File: config.mk
export PLATFORM = sky130hd
export DESIGN_NAME = wave_capture
export DESIGN_NICKNAME = d
export VERILOG_FILES = /design/src/rtl/wave_capture.sv
export SDC_FILE = /design/constraint.sdc
export NUM_CORES = 1
export LEC_CHECK = 0
export CORE_UTILIZATION = 54
export CTS_BUF_LIST = sky130_fd_sc_hd__clkbuf_4 sky130_fd_sc_hd__clkbuf_8
export CTS_CLUSTER_DIAMETER = 100
export CTS_CLUSTER_SIZE = 25
export DETAILED_ROUTE_END_ITERATION = 6
export GPL_ROUTABILITY_DRIVEN = 1
export HOLD_SLACK_MARGIN = 0.15
export MAX_ROUTING_LAYER = met4
export PLACE_DENSITY = 0.84
export SYNTH_ARGS = -nofsm -noshare
export SYNTH_HDL_FRONTEND = slang
export SYNTH_SLANG_ARGS = --single-unit
File: constraint.sdc
create_clock -name clk -period 3.35 [get_ports clk]
set_input_delay 0.67 -clock clk [delete_from_list [all_inputs] [get_ports clk]]
set_output_delay 0.67 -clock clk [all_outputs]
set_load 0.03 [all_outputs]
File: src/rtl/wave_capture.sv
// Writer side of the double-buffered waveform RAM. It arms on a rising zero crossing and writes 256 offset-binary samples into the half the display is not reading.
// Optional forced trigger after TRIGGER_TIMEOUT armed strobes: define WAVE_CAPTURE_TIMEOUT_EN.
module wave_capture #(
  parameter int SAMPLE_WIDTH    = 16,
  parameter int DECIMATION      = 1,
  parameter int TRIGGER_TIMEOUT = 1024
) (
  input  logic                    clk,
  input  logic                    reset,
  input  logic                    new_sample_ready,
  input  logic [SAMPLE_WIDTH-1:0] new_sample_in,
  input  logic                    wave_display_idle,
  output logic [8:0]              write_address,
  output logic                    write_enable,
  output logic [7:0]              write_sample,
  output logic                    read_index
);

  typedef enum logic [1:0] {ARMED, ACTIVE, WAIT} state_t;

  state_t     state, state_next;
  logic [7:0] index, index_next;
  logic [7:0] dec_count, dec_next;
  logic       prev_msb;
  logic [7:0] s8, converted, write_index;
  logic       rising, dec_wrap, trigger, write_now, toggle_read;

  assign s8        = new_sample_in[SAMPLE_WIDTH-1 -: 8];
  assign converted = {~s8[7], s8[6:0]};
  assign rising    = prev_msb & ~s8[7];
  assign dec_wrap  = (dec_count == 8'(DECIMATION - 1));

  // Only the top byte of each sample is displayed; the rest is deliberately dropped.
  if (SAMPLE_WIDTH > 8) begin : g_low_bits
    logic unused_low_bits;
    assign unused_low_bits = ^new_sample_in[SAMPLE_WIDTH-9:0];
  end

`ifdef WAVE_CAPTURE_TIMEOUT_EN
  localparam int TW = $clog2(TRIGGER_TIMEOUT + 1);
  logic [TW-1:0] timeout_count;
  logic          timeout_hit;

  assign timeout_hit = (timeout_count == TW'(TRIGGER_TIMEOUT - 1));
  assign trigger     = rising | timeout_hit;

  // Counts strobes spent in ARMED; cleared whenever the block is elsewhere so each arming starts fresh.
  always_ff @(posedge clk or posedge reset) begin
    if (reset)
      timeout_count <= '0;
    else if (state != ARMED)
      timeout_count <= '0;
    else if (new_sample_ready)
      timeout_count <= timeout_count + 1'b1;
  end
`else
  assign trigger = rising;
`endif

  always_ff @(posedge clk or posedge reset) begin
    if (reset) begin
      state     <= ARMED;
      index     <= '0;
      dec_count <= '0;
      prev_msb  <= 1'b0;
    end else begin
      state     <= state_next;
      index     <= index_next;
      dec_count <= dec_next;
      if (new_sample_ready)
        prev_msb <= s8[7];
    end
  end

  always_comb begin
    state_next = state;
    index_next = index;
    dec_next   = dec_count;
    case (state)
      ARMED: begin
        if (new_sample_ready && trigger) begin
          state_next = ACTIVE;
          index_next = 8'd1;
          dec_next   = '0;
        end
      end
      ACTIVE: begin
        if (new_sample_ready) begin
          dec_next = dec_wrap ? 8'd0 : dec_count + 8'd1;
          if (dec_wrap) begin
            index_next = index + 8'd1;
            if (index == 8'd255)
              state_next = WAIT;
          end
        end
      end
      WAIT: begin
        if (wave_display_idle)
          state_next = ARMED;
      end
      default: state_next = ARMED;
    endcase
  end

  always_comb begin
    write_now   = 1'b0;
    write_index = index;
    toggle_read = 1'b0;
    case (state)
      ARMED: begin
        if (new_sample_ready && trigger) begin
          write_now   = 1'b1;
          write_index = 8'd0;
        end
      end
      ACTIVE:  write_now   = new_sample_ready & dec_wrap;
      WAIT:    toggle_read = wave_display_idle;
      default: write_now   = 1'b0;
    endcase
  end

  // Writes always target the half opposite the display, so the displayed half stays stable.
  always_ff @(posedge clk or posedge reset) begin
    if (reset) begin
      write_enable  <= 1'b0;
      write_address <= '0;
      write_sample  <= '0;
      read_index    <= 1'b0;
    end else begin
      write_enable <= write_now;
      if (write_now) begin
        write_address <= {~read_index, write_index};
        write_sample  <= converted;
      end
      if (toggle_read)
        read_index <= ~read_index;
    end
  end

endmodule
==> flow_summary.yaml, run 1 <==
logic_synthesis:
  ys_seq_area_share_pct: 51.9
  netlist_top_cells_area: "dfrtp_1, mux2_4, mux2i_1, nor2_1, a21oi_1"
  synth_edf_count: 0
  synth_nets: 189
  synth_area_leader_cell: "dfrtp_1"
  synthArstFlopShare_pct: 100
  synth_xor_area_share_pct: 0.957
  yosys_warnings: 0
  synth_top_family_by_area: "simple AND/OR/NAND/NOR gates"
  yosysUniqueCellTypes: 43
  synth_area_per_cell_um2: 11.0
  synthesis.instances: 166
  yosysMostFrequentCell: "dfrtp_1"
  syn_area_um2: 1830
  synth_flop_cell: "dfrtp_1"
  synth_mux_area_share_pct: 10.5
  ys_ff_latch: 38
  synth-compound-area-share_pct: 13.4
  yosys.area_share.adder_pct: 2.05
  synth_simple_gate_area_share_pct: 17.1
  synth_common_cells: "dfrtp_1, nor2_1, nand2_1"
  netlist.area_leader.share_pct: 51.9
min_path:
  hp-class: "flip-flop to flip-flop"
clock_network:
  htree_num_levels: 2
  cts_tree: "done"
  clk_pin_slew_ns: 0.12
  clk_latency_ns: 0.36
  cts_buffer_depth: 2
  clock-sinks: 38
  post-cts-setup-buffers: 0
  clockRootBuffer: "clkbuf_4"
  numCtsBuffers: 5
  hold_buffers: 0
  ctsResizeCount: 0
worst_setup_path:
  cp_cell_sequence: "clkdlybuf4s50_1 -> or4b_4 -> nor3_4 -> or2_2 -> mux2_2"
  crit_family: "simple AND/OR/NAND/NOR gates"
  slowest_delay_ns: 0.53
  slowest_stage: "clkdlybuf4s50_1"
  worstSetupPathType: "primary input to flip-flop"
  setup.worst_path.end_class: "flip-flop"
  crit_fanout: 21
  worst-path-buf-inv: 1
  cp.required_ns: 3.60
  worstPathArrival_ns: 2.70
  critPathLaunchType: "primary input"
grt:
  antenna_found_initial: 0
  grt_pass1_wl_um: 6500
  track_usage_pct: 25.8
  grt_pass1_vias: 1468
  grt_start_max_net_pins: 39
  grt_overflow: 0
routing:
  detailedRoute.firstIterationViolations: 63
  wirelength_um: 3920
  dr.pass1.iters: 4
  vias_per_cell: 5.89
  antenna_left: 0
  via_count: 1436
  wire_per_inst_um: 16.1
  drc: 0
timing:
  fin_crit_sh_pct: 73.0
  fin_crit_ns: 2.44
  max_freq_ghz: 0.409
  hold_violations: 0
  fin_setup_tns_ns: 0
  drv_slew: 0
  fin_skew_ns: 0.0114
  whs_ns: 0.503
  worst_pin_slew_ns: 1.22
  slew_headroom_pct: 17.6
  setup_viol_count_final: 0
  rsz0062_at_grt: "no"
placed_design:
  port_buffers: 30
  gp_congestion: 0.847
  dp.cells: 236
  dpl-instance-area_um2: 2170
  dpl.hpwl_um: 2650
cells_and_area:
  final_cells: 244
  synthToLayoutAreaGrowth_pct: 21.9
  fin_nets: 222
  antennaDiodeCount: 0
  drive_gt1_share_pct: 12.0
  final_area_um2: 2230
power:
  totalPowerFinal_w: 0.00152
  max-vdd-ir-drop_mv: 0.346
  power.leakage_nw: 0.990
  power_density_nw_per_um2: 683
floorplan:
  die_x_um: 60.2
  core_area_um2: 3130
  die_h_um: 60.2
  start_util_pct: 58.5
  floorplan.die_area_um2: 3630
  rows: 20
  pin_count: 39
run:
  maxCapViolations: 0
outcome:
  status: "finished clean"
final cells by class:
cell class,count,area (um^2)
Clock buffer,6,51.3
Fill cell,238,896
Timing Repair Buffer,33,323
Multi-Input combinational cell,112,806
Sequential cell,38,951
Tap cell,44,55.1
Clock inverter,2,12.5
Inverter,9,33.8
through the flow:
stage | setup slack [ns] | utilization (%)
2_1_floorplan | 1.16 | -
3_3_place_gp | 0.566 | 69.3
3_5_place_dp | 0.528 | 69.3
4_1_cts | 0.922 | 71.4
5_1_grt | 0.808 | 71.4
6_report | 0.905 | 71.4
registers in the layout, summed over array words and instances (netlist names):
register and flops:
dec_count 8, prev_msb 1, write_enable 1, read_index 1, index 8, write_address 9, state 2, write_sample 8
final timing paths:
kind                                   from               end  slack, ns  depth (start not counted)
hold reg to reg                  read_index  write_address[8]       0.50                          1
hold / removal                   read_index  write_address[8]       0.50                          1
setup reg to reg               dec_count[0]   write_sample[5]       1.01                          6
setup / recovery           new_sample_ready   write_sample[5]       0.91                          5
min in group asynchronous             reset   write_sample[4]       0.72                          3
max in group asynchronous             reset        read_index       2.29                          3
worst reg2reg max path, stage by stage (launching register included):
cell     delay (ns)
dfrtp_1        0.44
inv_1          0.07
ha_1           0.15
or4b_4         0.51
nor3_4         0.19
or2_2          0.46
mux2_2         0.40
cells by family (layout without fill, tap and decap cells):
logic type | count (synthesis) | count (layout)
AND/OR/NAND/NOR | 56 | 56
flip-flops | 38 | 38
AO/OA/AOI/OAI | 35 | 35
multiplexers | 16 | 16
buffers and inverters | 16 | 50
adder cells (fa/ha/maj) | 3 | 3
XOR/XNOR | 2 | 2
layer usage:
layer	up-vias	wire [um]	share of wire [%]	track usage, %
li1	661	-	-	-
met3	11	186	4.7	6.28
met5	-	0	0	-
met1	712	1520	39	28.0
met2	52	2110	54	43.5
met4	0	104	2.7	13.3
where the power goes:
part / internal, W / switching [W]
combinational: 0.000262 / 0.000312
sequential: 0.000570 / 0.000119
clock: 0.000101 / 0.000160
cells in the final DEF (no fill, tap or decap), types with 3 or more instances in the layout:
master / count
clkbuf_4: 5
a31oi_1: 3
ha_1: 3
nand3_1: 7
nor2_1: 13
mux2i_1: 8
buf_4: 3
o21ai_0: 5
a21oi_1: 9
o31ai_1: 3
mux2_4: 6
clkdlybuf4s50_1: 30
nor2b_1: 3
nor3_1: 4
nand2_1: 10
dfrtp_1: 38
nand2b_1: 4
inv_1: 9
a21o_1: 3
Note: power is estimated with default switching activity, not from simulation.
==> inputs of run 2 (changes only) <==
--- a/config.mk
+++ b/config.mk
@@ -5,7 +5,7 @@
 export SDC_FILE = /design/constraint.sdc
 export NUM_CORES = 1
 export LEC_CHECK = 0
-export CORE_UTILIZATION = 54
+export CORE_UTILIZATION = 47
 export CTS_BUF_LIST = sky130_fd_sc_hd__clkbuf_4 sky130_fd_sc_hd__clkbuf_8
 export CTS_CLUSTER_DIAMETER = 100
 export CTS_CLUSTER_SIZE = 25
@@ -13,7 +13,7 @@
 export GPL_ROUTABILITY_DRIVEN = 1
 export HOLD_SLACK_MARGIN = 0.15
 export MAX_ROUTING_LAYER = met4
-export PLACE_DENSITY = 0.84
+export PLACE_DENSITY = 0.78
 export SYNTH_ARGS = -nofsm -noshare
 export SYNTH_HDL_FRONTEND = slang
 export SYNTH_SLANG_ARGS = --single-unit
==> constraint.sdc (replaced) <==
create_clock -name clk -period 2.04 [get_ports clk]
set_input_delay 0.408 -clock clk [delete_from_list [all_inputs] [get_ports clk]]
set_output_delay 0.408 -clock clk [all_outputs]
set_load 0.03 [all_outputs]
==> flow_summary.yaml, run 2 (same netlist as run 1, synthesis figures left out) <==
outcome:
  status: "finished clean"
routing:
  via_count: 1432
  drc: 0
  detailedRoute.firstIterationViolations: 49
  dr.pass1.iters: 4
  wirelength_um: 3610
  vias_per_cell: 5.49
  antenna_left: 0
  wire_per_inst_um: 13.8
run:
  maxCapViolations: 0
worst_setup_path:
  crit_family: "simple AND/OR/NAND/NOR gates"
  worst-path-buf-inv: 1
  critPathLaunchType: "primary input"
  setup.worst_path.end_class: "flip-flop"
  slowest_delay_ns: 0.49
  crit_fanout: 10
  worstSetupPathType: "primary input to flip-flop"
  worstPathArrival_ns: 2.17
  slowest_stage: "or4b_4"
  cp_cell_sequence: "clkdlybuf4s50_1 -> or4b_4 -> nor3_4 -> or2_4 -> mux2_2"
  cp.required_ns: 2.22
clock_network:
  htree_num_levels: 2
  ctsResizeCount: 0
  numCtsBuffers: 5
  clockRootBuffer: "clkbuf_8"
  clock-sinks: 38
  cts_tree: "done"
  hold_buffers: 0
  clk_latency_ns: 0.29
  cts_buffer_depth: 2
  clk_pin_slew_ns: 0.07
  post-cts-setup-buffers: 0
grt:
  grt_pass1_vias: 1365
  grt_start_max_net_pins: 39
  use_met2_pct: 32.8
  grt.met1_usage_pct: 25.8
  grt_pass1_wl_um: 6390
  grt_overflow: 0
  antenna_found_initial: 0
  track_usage_pct: 21.2
  grtUsageMet3_pct: 5.54
  grt.busiest_layer: "met2"
placed_design:
  port_buffers: 30
  gp_congestion: 0.860
  dpl.hpwl_um: 2590
power:
  power.leakage_nw: 1.07
  power_density_nw_per_um2: 1130
  max-vdd-ir-drop_mv: 0.609
cells_and_area:
  drive_gt1_share_pct: 17.4
  seqCellArea_um2: 951
  fin_nets: 235
  top_register: "write_address"
  largest_reg_flops: 9
  multi_input_area_um2: 808
  final_common_cell: "dfrtp_1"
  n_fill_cell: 297
  synthToLayoutAreaGrowth_pct: 29.1
  antennaDiodeCount: 0
  layout_common_cells: "dfrtp_1, clkdlybuf4s50_1, buf_4"
timing:
  fin_setup_tns_ns: 0
  max_freq_ghz: 0.503
  slew_headroom_pct: 68.8
  rsz0062_at_grt: "yes"
  fin_crit_ns: 1.99
  fin_skew_ns: 0.00189
  whs_ns: 0.498
  worst_pin_slew_ns: 0.462
  hold_violations: 0
  fin_crit_sh_pct: 97.5
  setup_viol_count_final: 0
  drv_slew: 0
floorplan:
  floorplan.die_area_um2: 4150
  die_h_um: 64.4
  core_area_um2: 3690
  rows: 22
  die_x_um: 64.4
  start_util_pct: 49.6
  pin_count: 39
min_path:
  hp-class: "flip-flop to flip-flop"
[run 2: path summary, 6_finish.rpt]
| path | from | endpoint | slack, ns | cells past startpoint |
|---|---|---|---|---|
| setup / recovery | new_sample_ready | write_sample[5] | 0.05 | 5 |
| hold / removal | read_index | write_address[8] | 0.50 | 1 |
| setup reg to reg | dec_count[1] | write_sample[5] | 0.06 | 6 |
| hold reg to reg | read_index | write_address[8] | 0.50 | 1 |
| max in group asynchronous | reset | state[0] | 1.19 | 3 |
| min in group asynchronous | reset | write_sample[4] | 0.51 | 3 |
[run 2: layout make-up]
| type | instances | area share (%) |
|---|---|---|
| Sequential cell | 38 | 40.2 |
| Multi-Input combinational cell | 112 | 34.2 |
| Timing Repair Buffer | 46 | 17.8 |
| Clock buffer | 6 | 3.23 |
| Tap cell | 48 | 2.54 |
| Inverter | 9 | 1.43 |
| Clock inverter | 2 | 0.582 |
[run 2: layer usage]
metal  part of all wire [%]  vias up  wire, um
met3                    5.0        6       181
met2                     50       50      1790
met5                      0        -         0
met4                    1.8        0        65
li1                       -      692         -
met1                     44      684      1570
[run 2: report_power, final]
part,total [W],internal (W),leakage [nW],switching (W)
registers,0.00109,0.000938,0.473,0.000148
clock network,0.000517,0.000254,0.0486,0.000263
logic,0.00106,0.000504,0.545,0.000553
total,0.00266,0.00170,1.07,0.000963
[run 2: stage by stage]
stage / power [W] / std cells / cell area (um^2) / util, % / setup slack (ns)
3_5_place_dp: 0.00216 / 253 / 2270 / 61.6 / -0.264
6_report: 0.00266 / 261 / 2360 / 64.1 / 0.0502
2_1_floorplan: 0.00173 / 166 / 1840 / - / -0.0766
4_1_cts: 0.00268 / 261 / 2360 / 64.1 / 0.0470
3_3_place_gp: 0.00211 / 253 / 2270 / 61.6 / -0.234
5_1_grt: 0.00282 / 261 / 2360 / 64.1 / -0.0285
==> patch 1: new RTL, flow settings as in run 2 <==
The option `WAVE_CAPTURE_TIMEOUT_EN` is turned on by a define.
--- a/src/rtl/wave_capture.sv
+++ b/src/rtl/wave_capture.sv
@@ -1,5 +1,7 @@
 // Writer side of the double-buffered waveform RAM. It arms on a rising zero crossing and writes 256 offset-binary samples into the half the display is not reading.
 // Optional forced trigger after TRIGGER_TIMEOUT armed strobes: define WAVE_CAPTURE_TIMEOUT_EN.
+`define WAVE_CAPTURE_TIMEOUT_EN
+
 module wave_capture #(
   parameter int SAMPLE_WIDTH    = 16,
   parameter int DECIMATION      = 1,
Function: same outputs for any inputs over 10 cycles, from zero or initial values and one cycle with reset high; that may be too few to reach the edited logic, so the function may still have changed.
==> patch 1 against run 2 <==
- hold slack lost 32 ps
- routed wire length up 30%
- sequential cell count up 11
- critical path type unchanged
- sequential share of layout area grew 0.28 points
- final area grew 28%
- total power rose by 33%
- clock power up 40%
- setup slack gained 62 ps
- synthesized area up 29%
- maximum frequency rose by 3.2%
==> patch 1: results (changes against run 2) <==
- Tightest Hold Check Type: primary input to async pin
- Post-CTS Setup Repair Bufs: 0 (unchanged)
- Post-Place Cells: 335 (+32%)
- CTS root buf: clkbuf_8
- GRT Total Usage: 19.56% (-1.6 points)
- Vias: 1,838 (+28%)
- Leakage: 0.001379 µW (+29%)
- Clk_skew: 7.117 ps (+5.225 ps)
- Hold slack: 465.6 ps (-32.06 ps)
- Share of layout cells above drive strength 1: 17.92% (+0.55 points)
- Vias in the first global route: 1,658 (+21%)
- Crit Path Max Fanout: 6 (-4)
- Syn Nets: 248 (+31%)
- Post-synthesis sequential area ratio: 51.77% (-0.18 points)
- Initial DRC count: 76 (+55%)
- R2R cell count: 7 (+1)
- Initial antenna violation count: 0 (unchanged)
- DP Area: 2884 µm² (+27%)
- Reg-to-reg startpoint: dec_count[0]
- GP Congestion: 0.8180 (-4.8%)
- Internal reg-to-reg setup slack: 140 ps (+80 ps)
- Largest net degree at the start of global routing: 50 (+28%)
- Area contributors post-synth: dfrtp_1 52%, nand2_1 4.0%, mux2_2 3.8%
- Most frequent cell after synthesis: dfrtp_1
- Outcome: finished clean
- Post-route minimum period: 1928 ps (-62.11 ps)
- H-Tree Depth: 2 (unchanged)
- Total wire length: 4678 µm (+30%)
- CP Data Arrival Time: 2110 ps (-60 ps)
- Skew-Pair Late Insertion Delay: roughly 300 ps
- Crit path largest cell delay: 510 ps (+20 ps)
- Crit path capture: write_sample[3]
- Wire per inst: 13.52 µm (-2.2%)
- Setup WS pre-CTS: -280.6 ps (-16.13 ps)
- Critical-path top delay cell: clkdlybuf4s50_1
- Slew Limit Headroom: 73.79% (+4.9 points)
- VDD IR-drop max: 0.0008077 V (+33%)
- First-pass GRT wire length: 7721 µm (+21%)
- HPWL Detailed: 3279 µm (+26%)
- Synth cell types: 47 (+9.3%)
- Most frequent cells after synthesis: 49 x dfrtp_1, 25 x nand2_1, 13 x nor2_1
- Reg2Reg Capture Point: index[2]
- Post-Syn Area per Cell: 10.57 µm² (-4.1%)
- Final net count: 302 (+29%)
- Cell family with most CP delay: buffers and inverters
==> patch 1: cells by family after synthesis <==
family	Yosys count	share of synthesized area (%)
buffers and inverters	16	3.222
and+or+nand+nor	90	20.87
DFF	49	51.77
adders and majority gates	4	2.113
xor gates and xnor gates	12	4.437
muxes	13	5.917
AOI/OAI and AO/OA	40	11.68
==> patch 1: where the power goes <==
part           total [µW]  switching, µW  leakage, µW  internal, µW
Combinational        1440            772     0.000683           672
Sequential           1360            164     0.000634          1200
Clock                 722            309    0.0000619           413
==> patch 1: layout make-up <==
class                      count  area [µm²]
timing repair buffer          55       500.5
inverter                       8       30.03
tap                           67       83.83
clock buffer                   7       90.09
fill                         400        1759
multi-input combinational    159        1066
clock inverter                 1       30.03
sequential                    49        1226
==> patch 1: layer usage <==
layer | global-route usage, % | up-vias | wire [µm]
met2 | 29.12 | 35 | 2292
met1 | 26.59 | 889 | 2164
met4 | 6.536 | 0 | 72
li1 | - | 905 | -
met3 | 4.144 | 9 | 149
met5 | - | - | 0
==> patch 2: new RTL, settings of run 2 <==
Made on the original files. Encoding of `state_t`: now one-hot (3 bits for 3 states).
--- a/src/rtl/wave_capture.sv
+++ b/src/rtl/wave_capture.sv
@@ -16,7 +16,7 @@
   output logic                    read_index
 );
 
-  typedef enum logic [1:0] {ARMED, ACTIVE, WAIT} state_t;
+  typedef enum logic [2:0] {ARMED = 3'b001, ACTIVE = 3'b010, WAIT = 3'b100} state_t;
 
   state_t     state, state_next;
   logic [7:0] index, index_next;
Formal check against the unedited RTL: no difference found for any inputs over 10 cycles, from zero or initial values and one cycle with reset high; not proved beyond that.
==> patch 2 against run 2 <==
- sequential share of layout area decreased by 0.83 points
- routed wire length rose by 20%
- global-route usage increased by 2.5 points
- setup slack barely moved
- final area is 4.9% higher
- synthesized area up 2.5%
- critical path depth increased by 1
- sequential cell count is 1 higher
- via count rose by 11%
- first-iteration DRC count up 43%
- count of clock-buffer cells in the layout is the same
- critical path type is now register to register
Power is not compared: it rests on default switching activity, and its combinational part moved more than twofold at a synthesized area within 25%.
==> patch 2: results (changes against run 2) <==
- Outcome: finished clean
- Share of layout cells above drive strength 1: 20.26% (+2.9 points)
- Area contributors post-synth: dfrtp_1 51%, nand2_1 4.8%, a21oi_2 3.3%
- Most frequent cells after synthesis: 38 x dfrtp_1, 24 x nand2_1, 11 x a21oi_1
- Ys Warns: 0 (unchanged)
- Metal2 WL: 2083 µm (+16%)
- Most used flip-flop cell after synthesis: dfrtp_1
- Post-Syn Area per Cell: 10.72 µm² (-2.7%)
- Cell family with most CP delay: simple AND/OR/NAND/NOR gates
- Synthesized area: 1877 µm² (+2.5%)
- Crit Path Max Fanout: 8 (-2)
- Post-synthesis sequential area ratio: 52.07% (+0.12 points)
- Grt met2 use: 37.63% (+4.9 points)
- Vias: 1,583 (+11%)
- GR Layer Usage met1: 28.86% (+3.1 points)
- DP Area: 2350 µm² (+3.4%)
- Port Buffers: 30 (unchanged)
- Initial DRC count: 70 (+43%)
- Xor and xnor area share after synthesis: 2.800% (+1.8 points)
- Wl on met1: 1922 µm (+22%)
- Setup WS pre-CTS: -105.7 ps (+158.8 ps)
- Post-Place Cells: 267 (+5.5%)
- Final net count: 249 (+6.0%)
- Clk_skew: 7.758 ps (+5.866 ps)
- GRT Total Usage: 23.73% (+2.5 points)
- Crit path from: dec_count[0]
- Wire length on met3: 192 µm (+6.1%)
- Syn Nets: 198 (+4.8%)
- Wire per inst: 15.69 µm (+14%)
- Total wire length: 4315 µm (+20%)
- Mux cell area share after synthesis: 5.400% (-5.1 points)
- Met3 usage: 3.993% (-1.5 points)
- Max Clk Rate: 502.6 MHz (about the same)
- Tightest Hold Check Type: primary input to async pin
- Post-CTS Setup Repair Bufs: 0 (unchanged)
- Synth cell types: 47 (+9.3%)
- Skew-Pair Late Insertion Delay: 290 ps (about the same)
- First-pass GRT wire length: 7369 µm (+15%)
- Largest net degree at the start of global routing: 23 (-41%)
- Fill count: 286 (-3.7%)
- Synth Area in Adders: 2.000% (-0.051 points)
- Reg2Reg Capture Point: write_sample[6]
- HPWL Detailed: 3003 µm (+16%)
- Synth Area in Compound Gates: 14.87% (+1.5 points)
- Slew Limit Headroom: 56.54% (-12 points)
- Max-slew violations: 0 (unchanged)
- GP Congestion: 0.8427 (-2.0%)
patch 2: worst min-delay path by stage:
stage                           start          endpoint
floorplan           new_sample_in[15]   write_sample[7]
CTS                             reset  write_address[8]
global route                    reset   write_sample[6]
global placement      write_sample[3]   write_sample[3]
detailed placement    write_sample[3]   write_sample[3]
finish                          reset  write_address[8]
patch 2: per-stage QoR:
| step | power (µW) | util (%) | hold slack (ps) |
|---|---|---|---|
| 6_report | 1918 | 66.24 | 452.7 |
| 5_1_grt | 1981 | 66.24 | 488.9 |
| 4_1_cts | 1921 | 66.01 | 461.8 |
| 3_5_place_dp | 1261 | 62.77 | 478.2 |
| 3_3_place_gp | 1248 | 62.77 | 468.4 |
| 2_1_floorplan | 1084 | - | 494.7 |
patch 2: layout make-up:
type / count / share of cell area [%]
Clock inverter: 2 / 1.413
Tap cell: 48 / 2.422
Inverter: 6 / 0.9082
Sequential cell: 39 / 39.40
Clock buffer: 6 / 3.330
Multi-Input combinational cell: 125 / 34.01
Timing Repair Buffer: 49 / 18.52
patch 2: kinds of logic after synthesis:
group,count (synthesis)
and+or+nand+nor,66
xor gates and xnor gates,6
muxes,9
buffers and inverters,11
adders and majority gates,3
DFF,39
AOI/OAI and AO/OA,41
patch 2: repair_timing:
action	CTS	global route
hold buffers	0	0
resized for setup	1	3
pin swaps	0	1
endpoints found under the setup margin	1	17
patch 2: worst reg2reg max path, delay by kind of cell, from the launching register on:
kind / cells / cell delay (ps)
multiplexers: 1 / 350
adder cells (fa/ha/maj): 1 / 150
AND/OR/NAND/NOR: 3 / 910
flip-flops: 1 / 390
buffers and inverters: 1 / 60
patch 2: power by group:
part | switching, µW | total [µW] | internal [µW]
Combinational | 201 | 379 | 179
Clock | 270 | 666 | 396
Sequential | 39.0 | 873 | 834
Total | 510 | 1920 | 1410
